`config.mk`:
```
export PLATFORM = sky130hd
export DESIGN_NAME = mem_port_arbiter
export DESIGN_NICKNAME = d
export VERILOG_FILES = /design/src/rtl/mem_port_arbiter.sv
export SDC_FILE = /design/constraint.sdc
export NUM_CORES = 1
export LEC_CHECK = 0
export ABC_AREA = 1
export CAP_MARGIN = 0
export CORE_AREA = 8 8 132 134
export CTS_BUF_LIST = sky130_fd_sc_hd__clkbuf_8
export DETAILED_ROUTE_END_ITERATION = 12
export DIE_AREA = 0 0 140 142
export PLACE_DENSITY = 0.84
export SYNTH_ARGS = -nofsm -noshare
export SYNTH_HDL_FRONTEND = slang
export SYNTH_SLANG_ARGS = --single-unit
export TNS_END_PERCENT = 20
```
`constraint.sdc`:
```
create_clock -name clk -period 3 [get_ports clk]
set_input_delay 0.6 -clock clk [delete_from_list [all_inputs] [get_ports clk]]
set_output_delay 0.6 -clock clk [all_outputs]
set_load 0.01 [all_outputs]
```
`src/rtl/mem_port_arbiter.sv`:
```
// mem_port_arbiter
//    Shares one downstream memory port between an instruction requester and a
//    data (load/store) requester. Each requester owns a one-deep pending slot;
//    an idle arbiter issues one slot's request to memory, waits for the
//    response, forwards it to the owning port, then frees that slot. Only one
//    downstream transaction is ever outstanding.
//
//    Configuration macro: ARB_ROUND_ROBIN_EN
//       defined   -> ties go to the port not granted last (instruction wins
//                    the first tie after reset)
//       undefined -> fixed priority, data wins every tie
//
//    Ports
//       clk       in   clock, rising edge
//       reset     in   synchronous, active-high
//       inst_req  in   instruction request
//       inst_rsp  out  instruction response data/valid, ready = slot empty
//       data_req  in   data request
//       data_rsp  out  data response data/valid, ready = slot empty
//       mem_req   out  shared downstream request (all zero when not issuing)
//       mem_rsp   in   downstream response (valid, data, ready)

package memory_io_pkg;
   typedef struct packed {
      logic [31:0] addr;
      logic [31:0] data;
      logic [3:0]  do_read;
      logic [3:0]  do_write;
      logic        valid;
   } memory_io_req;

   typedef struct packed {
      logic        valid;
      logic [31:0] data;
      logic        ready;
   } memory_io_rsp;

   localparam memory_io_req memory_io_no_req32 = '0;
endpackage

module mem_port_arbiter
   import memory_io_pkg::*;
(
   input  logic         clk,
   input  logic         reset,
   input  memory_io_req inst_req,
   output memory_io_rsp inst_rsp,
   input  memory_io_req data_req,
   output memory_io_rsp data_rsp,
   output memory_io_req mem_req,
   input  memory_io_rsp mem_rsp
);

   typedef enum logic [1:0] {IDLE, WAIT_INST, WAIT_DATA} state_t;

   state_t       state_reg;
   memory_io_req inst_slot_reg;
   memory_io_req data_slot_reg;
   logic         inst_full_reg;
   logic         data_full_reg;

   logic tie_to_data;
   logic grant_data;
   logic issue;
   logic rsp_fire;

`ifdef ARB_ROUND_ROBIN_EN
   // 1 = data was granted last; reset value makes instruction win the first tie
   logic last_grant_data_reg;
   assign tie_to_data = ~last_grant_data_reg;
`else
   assign tie_to_data = 1'b1;
`endif

   assign grant_data = data_full_reg & (~inst_full_reg | tie_to_data);

   // Issue and response are decided combinationally in the cycle they happen;
   // reset masks both so nothing leaks out during the reset cycle.
   assign issue    = ~reset & (state_reg == IDLE) & mem_rsp.ready
                   & (inst_full_reg | data_full_reg);
   assign rsp_fire = ~reset & (state_reg != IDLE) & mem_rsp.valid;

   always_comb begin
      mem_req = memory_io_no_req32;
      if (issue) begin
         mem_req       = grant_data ? data_slot_reg : inst_slot_reg;
         mem_req.valid = 1'b1;
      end

      inst_rsp       = '0;
      inst_rsp.ready = ~inst_full_reg;
      if (rsp_fire && state_reg == WAIT_INST) begin
         inst_rsp.valid = 1'b1;
         inst_rsp.data  = mem_rsp.data;
      end

      data_rsp       = '0;
      data_rsp.ready = ~data_full_reg;
      if (rsp_fire && state_reg == WAIT_DATA) begin
         data_rsp.valid = 1'b1;
         data_rsp.data  = mem_rsp.data;
      end
   end

   always_ff @(posedge clk) begin
      if (reset) begin
         state_reg     <= IDLE;
         inst_slot_reg <= memory_io_no_req32;
         data_slot_reg <= memory_io_no_req32;
         inst_full_reg <= 1'b0;
         data_full_reg <= 1'b0;
`ifdef ARB_ROUND_ROBIN_EN
         last_grant_data_reg <= 1'b1;
`endif
      end else begin
         // Capture only into an empty slot; a slot is only cleared while full,
         // so capture and clear never target the same slot on one edge.
         if (inst_req.valid && !inst_full_reg) begin
            inst_slot_reg <= inst_req;
            inst_full_reg <= 1'b1;
         end
         if (data_req.valid && !data_full_reg) begin
            data_slot_reg <= data_req;
            data_full_reg <= 1'b1;
         end

         case (state_reg)
            IDLE: begin
               if (issue) begin
                  state_reg <= grant_data ? WAIT_DATA : WAIT_INST;
`ifdef ARB_ROUND_ROBIN_EN
                  last_grant_data_reg <= grant_data;
`endif
               end
            end
            WAIT_INST: begin
               if (mem_rsp.valid) begin
                  inst_full_reg <= 1'b0;
                  state_reg     <= IDLE;
               end
            end
            WAIT_DATA: begin
               if (mem_rsp.valid) begin
                  data_full_reg <= 1'b0;
                  state_reg     <= IDLE;
               end
            end
            default: state_reg <= IDLE;
         endcase
      end
   end

endmodule

```
==> impl_results.rst <==
.. list-table::
   :header-rows: 1

   * - Metric
     - Value
   * - Result of the run
     - completed
   * - Final setup margin
     - 0.08386 ns
   * - 1st-iter DRT viols
     - 427
   * - Sum of buffers and inverters on the critical path
     - 4
   * - Part of the total power dissipated in the clock network
     - 0.282
   * - Routability congestion estimate
     - 0.9200
   * - Peak supply drop
     - 0.4011 mV
   * - Worst path top cell family by delay
     - buffers and inverters
   * - Worst setup SP type
     - flip-flop
   * - Final worst-path cycle share
     - 0.9720
   * - Top cells by count, synth
     - 355 x nor2_1, 151 x nand2_1, 148 x dfxtp_1
   * - Ports
     - 323
   * - Mapped Nets
     - 1190
   * - Vias per std cell
     - 5.046
   * - Count of different cell masters after synthesis
     - 18
   * - Top-count cell post-synth
     - nor2_1
   * - Number of buffers on the longest clock path
     - 2
   * - Post-detailed-placement cell area
     - 10190 sq um
   * - Type of destination of the critical path
     - primary output
   * - Core Util, Final
     - 0.6961
   * - Clock tree from TritonCTS
     - yes
   * - Sequential share of power
     - 0.448
   * - Post-synthesis area per instance
     - 6.837 sq um
   * - Count of unresolved DRC violations after routing
     - 0
   * - Wire length of the first global-routing pass
     - 38550 um
   * - Final Max Slew Viols
     - 0
   * - Standby leakage power
     - 5.464 nW
   * - Proportion of total power due to net switching
     - 0.3255
   * - Vias
     - 7533
   * - Worst Hold Margin
     - 0.4841 ns
   * - YS warnings
     - 0
   * - Chip width
     - 140 um
   * - Die height
     - 142 um
   * - Critical path's most frequent cell
     - inv_1
   * - Post-synth EDFFs
     - 0
   * - CP max stage delay
     - 0.55 ns
   * - Clock tree root driver cell
     - clkbuf_8
   * - Category of the most critical setup path
     - reg2out
   * - Summed instance area of the synthesized netlist
     - 6872 sq um
   * - Total overflow reported by the global router
     - 0
   * - Antenna violations before repair
     - 1
   * - Count of mapped cells out of synthesis
     - 1005
   * - Total number of placement rows
     - 46
   * - DP Worst Slack
     - 0.03997 ns
   * - Critical Path, Cell by Cell
     - inv_1 > ha_2 > inv_1 > nor2_2 > nand3_4 > buf_6 > a21oi_2 > clkdlybuf4s50_1
   * - Floorplan Core Area
     - 15420 sq um
   * - Fin crit period
     - 2.916 ns
   * - Clk sinks
     - 148
   * - RSZ-0062 raised after global routing
     - true
   * - Reported net switching power
     - 1.662 mW
   * - Transition time at the pin with the least slew margin
     - 0.7393 ns
   * - Portion of total power attributed to combinational logic
     - 0.269
   * - Kind of path behind the tightest hold check
     - reg2reg
   * - Total Nets Final
     - 1473
   * - Library cell contributing the largest single delay on the critical path
     - clkdlybuf4s50_1
   * - Count of state elements after synthesis
     - 148
   * - Post-DP HPWL
     - 18670 um
   * - Internal Dissipation
     - 3.445 mW
   * - Sequential fraction of the synthesis area
     - 0.4312
   * - Power per Cell Area
     - 475.6 nW/um^2
   * - Effective utilization at floorplan
     - 0.4455
   * - Fraction of final layout cells with drive strength greater than 1
     - 0.09692
   * - Crit path required time
     - 2.40 ns
   * - Relative slew slack
     - 0.5072
   * - Total wirelength of the detailed-routed design
     - 25960 um
   * - DIE AREA
     - 19880 sq um
   * - Endpoints failing setup
     - 0
   * - Clock latency reported for the late side of the worst-skew pair
     - 0.45 ns
   * - H-tree levels
     - 4
   * - Maximum capacitance violations
     - 0
   * - Arrival time worst endpoint
     - 2.32 ns
   * - Area Overhead vs Synth
     - 56.26%
   * - Asr flop ratio synth
     - 0
   * - Buffers on Ports
     - 322
   * - Post-CTS clock slew at the launch and capture registers of the worst setup and hold paths
     - 0.07 ns
   * - Drt pass-1 iters
     - 6
   * - Per-cell routed wire length
     - 17.39 um
   * - Number of buffers added by the clock tree synthesis step
     - 17
   * - Via count of the first global-routing pass
     - 7160
   * - Yosys top cell area share
     - 0.4312
   * - Top cells by area in the synthesized netlist
     - dfxtp_1 43%, nor2_1 19%, o21ai_0 9.6%, a21oi_2 8.8%, nand2_1 8.2%
   * - Residual antenna-violating net count after detailed routing
     - 0
   * - Worst Skew
     - 0.01252 ns
   * - CP max FO
     - 12
   * - Count of endpoints failing hold in the final timing report
     - 0
   * - Final design instance area without fill
     - 10740 sq um
   * - # hold bufs at CTS
     - 0
   * - Tot GR Track Use
     - 0.2476
   * - Pin count of the biggest net entering global routing
     - 75
   * - Top cell type by total area after synthesis
     - dfxtp_1
   * - Primary flip-flop cell chosen by synthesis mapping
     - dfxtp_1
   * - Highest Clock Rate
     - 0.3429 GHz
stage by stage:
stage | setup TNS [ns] | instances | power (mW)
2_1_floorplan | 0 | 1005 | 3.114
3_3_place_gp | 0 | 1461 | 3.678
3_5_place_dp | 0 | 1461 | 3.715
4_1_cts | 0 | 1492 | 5.143
5_1_grt | -0.1189 | 1493 | 5.383
6_report | 0 | 1493 | 5.107
logic make-up after synthesis:
family                   after synthesis  share of synthesized area
adder cells (fa/ha/maj)                3                   0.005463
AO/OA/AOI/OAI                        222                     0.1994
buffers and inverters                119                    0.08175
AND/OR/NAND/NOR                      513                     0.2822
flip-flops                           148                     0.4312
worst min-delay path, delay by kind of cell (launching register included):
kind             cells  cell delay (ns)
AND/OR/NAND/NOR      2             0.13
flip-flops           1             0.33
power by group through the flow:
stage                     combinational [mW]  clock, mW  sequential, mW
final                                   1.38       1.44            2.29
after global routing                    1.52       1.55            2.32
after CTS                               1.39       1.47            2.29
after global placement                  1.36          0            2.32
after floorplan                        0.808          0            2.31
after detailed placement                1.38          0            2.33
per-layer routing:
layer,wire (um),GRT usage,vias to the layer above
met4,777,0.1023,0
li1,-,-,3713
met2,13150,0.4349,312
met1,10020,0.2688,3465
met3,2007,0.08487,43
met5,0,0,-
cell type report:
cell class              count  area [sq um]
diodes                      1         2.502
clock buffers              18         247.7
clock inverters            13         111.4
fillers                  1296          4687
inverters                  44         166.4
multi-input cells         738          3364
flip-flops and latches    148          2964
well taps                 192         240.2
repair buffers            339          3641
final timing paths:
kind                                                     from                             to  slack [ns]  cells past startpoint
worst max register to register       data_full_reg$_SDFF_PP0_  data_slot_reg[8]$_SDFFE_PP0P_        1.10                      6
worst min register to register  data_slot_reg[6]$_SDFFE_PP0P_  data_slot_reg[6]$_SDFFE_PP0P_        0.48                      2
worst max-delay path                state_reg[0]$_SDFFE_PP0P_                    mem_req[38]        0.08                      8
worst min-delay path            data_slot_reg[6]$_SDFFE_PP0P_  data_slot_reg[6]$_SDFFE_PP0P_        0.48                      2
placed cells by master, fill, tap and decap left out, types with 10 or more instances in the layout:
master,count
nor2_1,354
clkdlybuf4s50_1,239
nand2_1,151
dfxtp_1,147
o21ai_0,132
dlymetal6s2s_1,73
a21oi_2,69
inv_1,41
clkbuf_8,18
o21ai_1,14
dlygate4sd2_1,10
timing repair:
item	in CTS	in global routing
endpoints found under the setup margin	73	76
endpoints found under the hold margin	0	0
setup buffers	0	0
gates cloned	0	0
resized for setup	12	75
(Power assumes the default switching activity.)
